`config.mk`:
```
export PLATFORM = sky130hd
export DESIGN_NAME = id_ex_stage_reg
export DESIGN_NICKNAME = d
export VERILOG_FILES = /design/src/rtl/id_ex_stage_reg.sv
export SDC_FILE = /design/constraint.sdc
export NUM_CORES = 1
export LEC_CHECK = 0
export CORE_MARGIN = 2
export CORE_UTILIZATION = 35
export CTS_BUF_LIST = sky130_fd_sc_hd__clkbuf_8 sky130_fd_sc_hd__clkbuf_16
export DETAILED_ROUTE_END_ITERATION = 8
export PLACE_DENSITY = 0.72
export SYNTH_ARGS = -nofsm -noshare
export SYNTH_HDL_FRONTEND = slang
export SYNTH_SLANG_ARGS = --single-unit
```
`constraint.sdc`:
```
create_clock -name clk -period 15.2 [get_ports clk]
set_input_delay 1.52 -clock clk [delete_from_list [all_inputs] [get_ports clk]]
set_output_delay 1.52 -clock clk [all_outputs]
set_load 0.02 [all_outputs]
```
`src/rtl/id_ex_stage_reg.sv`:
```
// ID/EX pipeline register for the RV32I core.
// Captures the decoded ID instruction for EX. It detects load-use hazards, stalls
// ID for one cycle and inserts a bubble, and it honours flush and downstream stall.
module id_ex_stage_reg #(
    parameter int unsigned XLEN   = 32,
    parameter int unsigned ALUOPW = 4
) (
    input  logic              clk,
    input  logic              rst,

    input  logic              id_valid,
    input  logic [4:0]        id_rs1addr,
    input  logic [4:0]        id_rs2addr,
    input  logic [4:0]        id_rdaddr,
    input  logic [XLEN-1:0]   id_rs1data,
    input  logic [XLEN-1:0]   id_rs2data,
    input  logic [XLEN-1:0]   id_imm,
    input  logic [XLEN-1:0]   id_pc,
    input  logic              id_regwrite,
    input  logic              id_memread,
    input  logic              id_memwrite,
    input  logic              id_alusrc,
    input  logic [ALUOPW-1:0] id_aluop,

    input  logic              ex_stall,
    input  logic              flush,

    output logic              id_ex_valid,
    output logic [4:0]        id_ex_rs1addr,
    output logic [4:0]        id_ex_rs2addr,
    output logic [4:0]        id_ex_rdaddr,
    output logic [XLEN-1:0]   id_ex_rs1data,
    output logic [XLEN-1:0]   id_ex_rs2data,
    output logic [XLEN-1:0]   id_ex_imm,
    output logic [XLEN-1:0]   id_ex_pc,
    output logic              id_ex_regwrite,
    output logic              id_ex_memread,
    output logic              id_ex_memwrite,
    output logic              id_ex_alusrc,
    output logic [ALUOPW-1:0] id_ex_aluop,

    output logic              id_stall,
    output logic [15:0]       hazard_count
);

    // Register state (_q) and next state (_d)
    logic              valid_q,    valid_d;
    logic [4:0]        rs1addr_q,  rs1addr_d;
    logic [4:0]        rs2addr_q,  rs2addr_d;
    logic [4:0]        rdaddr_q,   rdaddr_d;
    logic [XLEN-1:0]   rs1data_q,  rs1data_d;
    logic [XLEN-1:0]   rs2data_q,  rs2data_d;
    logic [XLEN-1:0]   imm_q,      imm_d;
    logic [XLEN-1:0]   pc_q,       pc_d;
    logic              regwrite_q, regwrite_d;
    logic              memread_q,  memread_d;
    logic              memwrite_q, memwrite_d;
    logic              alusrc_q,   alusrc_d;
    logic [ALUOPW-1:0] aluop_q,    aluop_d;
    logic [15:0]       count_q,    count_d;

    logic              hazard;
    logic              count_sat;

    // Load-use detection: a valid load in EX writes a non-zero rd that the ID
    // instruction reads. x0 is never a real dependency.
    always_comb begin
        hazard = id_valid && valid_q && memread_q && (rdaddr_q != 5'd0) &&
                 ((rdaddr_q == id_rs1addr) || (rdaddr_q == id_rs2addr));
    end

    // A flush discards the ID instruction, so holding it upstream would be wrong.
    assign id_stall  = hazard & ~flush;
    assign count_sat = (count_q == 16'hFFFF);

    // Next-state selection. The priority is ex_stall, then flush, then hazard, then capture.
    always_comb begin
        valid_d    = valid_q;
        rs1addr_d  = rs1addr_q;
        rs2addr_d  = rs2addr_q;
        rdaddr_d   = rdaddr_q;
        rs1data_d  = rs1data_q;
        rs2data_d  = rs2data_q;
        imm_d      = imm_q;
        pc_d       = pc_q;
        regwrite_d = regwrite_q;
        memread_d  = memread_q;
        memwrite_d = memwrite_q;
        alusrc_d   = alusrc_q;
        aluop_d    = aluop_q;
        count_d    = count_q;

        if (ex_stall) begin
            // Hold everything; the counter does not move either.
        end else if (flush || hazard) begin
            // Bubble: every field cleared so no stale control can leak downstream.
            valid_d    = 1'b0;
            rs1addr_d  = '0;
            rs2addr_d  = '0;
            rdaddr_d   = '0;
            rs1data_d  = '0;
            rs2data_d  = '0;
            imm_d      = '0;
            pc_d       = '0;
            regwrite_d = 1'b0;
            memread_d  = 1'b0;
            memwrite_d = 1'b0;
            alusrc_d   = 1'b0;
            aluop_d    = '0;
            // Only hazard bubbles are counted. A flush that coincides with a hazard does not count.
            if (!flush && !count_sat) begin
                count_d = count_q + 16'd1;
            end
        end else begin
            valid_d    = id_valid;
            rs1addr_d  = id_rs1addr;
            rs2addr_d  = id_rs2addr;
            rdaddr_d   = id_rdaddr;
            rs1data_d  = id_rs1data;
            rs2data_d  = id_rs2data;
            imm_d      = id_imm;
            pc_d       = id_pc;
            // Side-effecting controls are qualified by valid.
            regwrite_d = id_valid & id_regwrite;
            memread_d  = id_valid & id_memread;
            memwrite_d = id_valid & id_memwrite;
            alusrc_d   = id_alusrc;
            aluop_d    = id_aluop;
        end
    end

    // State register with asynchronous active-high reset
    always_ff @(posedge clk or posedge rst) begin
        if (rst) begin
            valid_q    <= 1'b0;
            rs1addr_q  <= '0;
            rs2addr_q  <= '0;
            rdaddr_q   <= '0;
            rs1data_q  <= '0;
            rs2data_q  <= '0;
            imm_q      <= '0;
            pc_q       <= '0;
            regwrite_q <= 1'b0;
            memread_q  <= 1'b0;
            memwrite_q <= 1'b0;
            alusrc_q   <= 1'b0;
            aluop_q    <= '0;
            count_q    <= '0;
        end else begin
            valid_q    <= valid_d;
            rs1addr_q  <= rs1addr_d;
            rs2addr_q  <= rs2addr_d;
            rdaddr_q   <= rdaddr_d;
            rs1data_q  <= rs1data_d;
            rs2data_q  <= rs2data_d;
            imm_q      <= imm_d;
            pc_q       <= pc_d;
            regwrite_q <= regwrite_d;
            memread_q  <= memread_d;
            memwrite_q <= memwrite_d;
            alusrc_q   <= alusrc_d;
            aluop_q    <= aluop_d;
            count_q    <= count_d;
        end
    end

    assign id_ex_valid    = valid_q;
    assign id_ex_rs1addr  = rs1addr_q;
    assign id_ex_rs2addr  = rs2addr_q;
    assign id_ex_rdaddr   = rdaddr_q;
    assign id_ex_rs1data  = rs1data_q;
    assign id_ex_rs2data  = rs2data_q;
    assign id_ex_imm      = imm_q;
    assign id_ex_pc       = pc_q;
    assign id_ex_regwrite = regwrite_q;
    assign id_ex_memread  = memread_q;
    assign id_ex_memwrite = memwrite_q;
    assign id_ex_alusrc   = alusrc_q;
    assign id_ex_aluop    = aluop_q;
    assign hazard_count   = count_q;

endmodule

```
==> flow_summary.json <==
{
  "power.total_mw": 1.13,
  "synth.distinct_cells": 26,
  "die_y_um": 138,
  "cts.sinks": 168,
  "crit_fanout": 17,
  "start_util": 0.360,
  "ys_ff_latch": 168,
  "drtAntennaViolNets": 0,
  "drcViolationCount": 0,
  "min_path_type": "reg -> reg",
  "arrival_ns": 3.52,
  "io_pins": 325,
  "cts_tree": "built",
  "n_antenna_cell": 0,
  "dp_hpwl_um": 13500,
  "place_congestion": 0.824,
  "fmaxAchievable_mhz": 198,
  "rsz0062_at_grt": "false",
  "grt_pass1_vias": 5290,
  "die_area_mm2": 0.0190,
  "synth_edf_count": 0,
  "synth_area_mm2": 0.00627,
  "setup_viol": 0,
  "skew_ns": 0.0103,
  "leakage_nw": 4.43,
  "htreeDepth": 4,
  "netlist.area_leader.share": 0.670,
  "status": "finished, final reports clean",
  "ys_warn_count": 0,
  "drtIter0Drc": 160,
  "grt_pass1_wl_um": 29100,
  "power_density_mw_per_mm2": 110,
  "fin_ws_ns": 10.16,
  "dr_total_vias": 5103,
  "synthCells": 437,
  "rr_worst_depth": 5,
  "seq_area_frac_synth": 0.670,
  "slew_violations": 0,
  "grtUsageTotal": 0.201,
  "drive_gt1_frac": 0.0550,
  "antenna_found_initial": 0,
  "crit_type": "in -> out",
  "rrSetupSlack_ns": 12.61,
  "worstPathRequired_ns": 13.68,
  "layout.nets": 908,
  "start_kind": "input pin",
  "area_growth_pct": 63.3,
  "ys_async_sr_fraction": 1.00,
  "wl_um": 19400,
  "fin_crit_sh": 0.332,
  "fillers": 1388,
  "cts_setup_buffers": 0,
  "endpoint_kind": "output port",
  "die_x_um": 138,
  "cts_root_buf": "clkbuf_16",
  "grt_max_degree": 99,
  "holdPathEnd": "id_ex_memwrite",
  "place_ws_ns": 10.13,
  "ys.flop_type": "dfrtp_1",
  "hold_path.startpoint": "id_ex_memwrite",
  "slew_headroom": 0.324,
  "cts_hold_buffers": 0,
  "row_count": 48,
  "synth_fp_nets": 594,
  "hold_depth": 1,
  "reg2reg_from": "id_ex_rdaddr[1]",
  "dr.pass1.iters": 4,
  "ctsResizeCount": 0,
  "clock_latency_ns": 0.42,
  "core-area_mm2": 0.0174,
  "cts_made_buffers": 17,
  "yosys-top-cells-area": "dfrtp_1 67%, a22o_1 21%, xnor2_1 3.5%",
  "wire_per_inst_um": 19.6,
  "vias_per_cell": 5.16,
  "worstMarginPinSlew_ns": 1.01,
  "io_buffers": 324,
  "finalSetupTns_ns": 0,
  "ir_drop_uv": 75.7,
  "clk_pin_slew_worst_paths_ns": 0.06,
  "synth_top_area_cell": "dfrtp_1",
  "maxCapViolations": 0,
  "syn_area_per_cell_um2": 14.4,
  "min_period_ns": 5.04,
  "clockBufferDepth": 2,
  "r2r-end": "id_ex_rs2data[16]",
  "final_hold_viol_count": 0,
  "grt-ovfl-total": 0
}
==> report_power, final <==
group / internal, mW / switching, mW
clock: 0.235 / 0.182
sequential: 0.478 / 0.0203
combinational: 0.114 / 0.0963
total: 0.827 / 0.299
==> cells in the mapped netlist, types with 2 or more instances <==
cell,n
nand2_1,5
dfrtp_1,168
a32o_1,3
buf_4,8
nand4_1,7
xnor2_1,25
nor3_1,2
buf_2,8
nor2_1,6
a22o_1,149
nand3_1,18
and3_1,5
nor4_1,2
clkbuf_1,18
and4_1,2
==> logic make-up (layout without fill, tap and decap cells) <==
family	Yosys count	in the layout	synth area share
AO/OA/AOI/OAI	156	156	0.220
flip-flops	168	168	0.670
multiplexers	1	1	0.00180
adder cells (fa/ha/maj)	1	1	0.00199
AND/OR/NAND/NOR	51	51	0.0441
XOR/XNOR	25	25	0.0349
buffers and inverters	35	362	0.0273
==> state kept, by name, indices dropped and copies added (netlist names) <==
name            flops
id_ex_rs1data      32
id_ex_valid         1
id_ex_rs1addr       5
id_ex_memread       1
id_ex_rdaddr        5
id_ex_imm          32
hazard_count       16
id_ex_pc           32
id_ex_rs2addr       5
id_ex_memwrite      1
id_ex_rs2data      32
id_ex_aluop         4
id_ex_alusrc        1
id_ex_regwrite      1
==> area by class of cell <==
class | instances | area [um2] | share of cell area
sequential | 168 | 4200 | 0.411
inverter | 1 | 8.76 | 0.000855
multi-input combinational | 234 | 1900 | 0.185
tap | 225 | 282 | 0.0275
timing repair buffer | 329 | 3280 | 0.320
clock inverter | 13 | 118 | 0.0115
clock buffer | 19 | 453 | 0.0442
==> per-layer routing <==
| layer | track usage | vias up | wire length [um] |
|---|---|---|---|
| met5 | 0 | - | 0 |
| met4 | 0.0839 | 0 | 612 |
| met2 | 0.329 | 246 | 9450 |
| li1 | - | 2306 | - |
| met1 | 0.240 | 2514 | 7450 |
| met3 | 0.0727 | 37 | 1870 |
==> critical path, cell delays in order <==
cell and delay, ns:
clkdlybuf4s50_1 0.51, xnor2_1 0.13, nand3_1 0.12, o22ai_1 0.20, buf_4 0.26, nand2_1 0.08, nor2_1 0.10, clkdlybuf4s50_1 0.61
==> worst max path at each step <==
stage / endpoint / from / cells past startpoint / slack (ns)
2_1_floorplan: hazard_count[0] / rst / 1 / 9.13
3_3_place_gp: id_stall / id_rs1addr[2] / 8 / 10.14
3_5_place_dp: id_stall / id_rs2addr[0] / 8 / 10.13
4_1_cts: id_stall / id_rs2addr[0] / 8 / 10.12
5_1_grt: id_stall / id_rs1addr[2] / 8 / 9.98
6_report: id_stall / id_rs2addr[0] / 8 / 10.16
==> per-stage QoR <==
step	area (um2)	hold WS, ns	utilization	std cells
6_report	10200	0.491	0.588	989
2_1_floorplan	6270	0.600	-	437
3_3_place_gp	9670	0.480	0.555	957
4_1_cts	10200	0.494	0.588	989
5_1_grt	10200	0.518	0.588	989
3_5_place_dp	9670	0.485	0.555	957
==> layout by cell type, fill, tap and decap left out, types with 2 or more instances in the layout <==
| cell type | synthesis | routed |
|---|---|---|
| a22o_1 | 149 | 149 |
| a32o_1 | 3 | 3 |
| and3_1 | 5 | 5 |
| and4_1 | 2 | 2 |
| buf_4 | 8 | 6 |
| clkbuf_16 | 0 | 17 |
| clkbuf_8 | 0 | 2 |
| clkdlybuf4s50_1 | 0 | 323 |
| clkinv_2 | 0 | 2 |
| clkinvlp_4 | 0 | 4 |
| dfrtp_1 | 168 | 168 |
| inv_6 | 0 | 5 |
| nand2_1 | 5 | 5 |
| nand3_1 | 18 | 18 |
| nand4_1 | 7 | 7 |
| nor2_1 | 6 | 6 |
| nor3_1 | 2 | 2 |
| nor4_1 | 2 | 2 |
| xnor2_1 | 25 | 25 |
(Power assumes the default switching activity.)
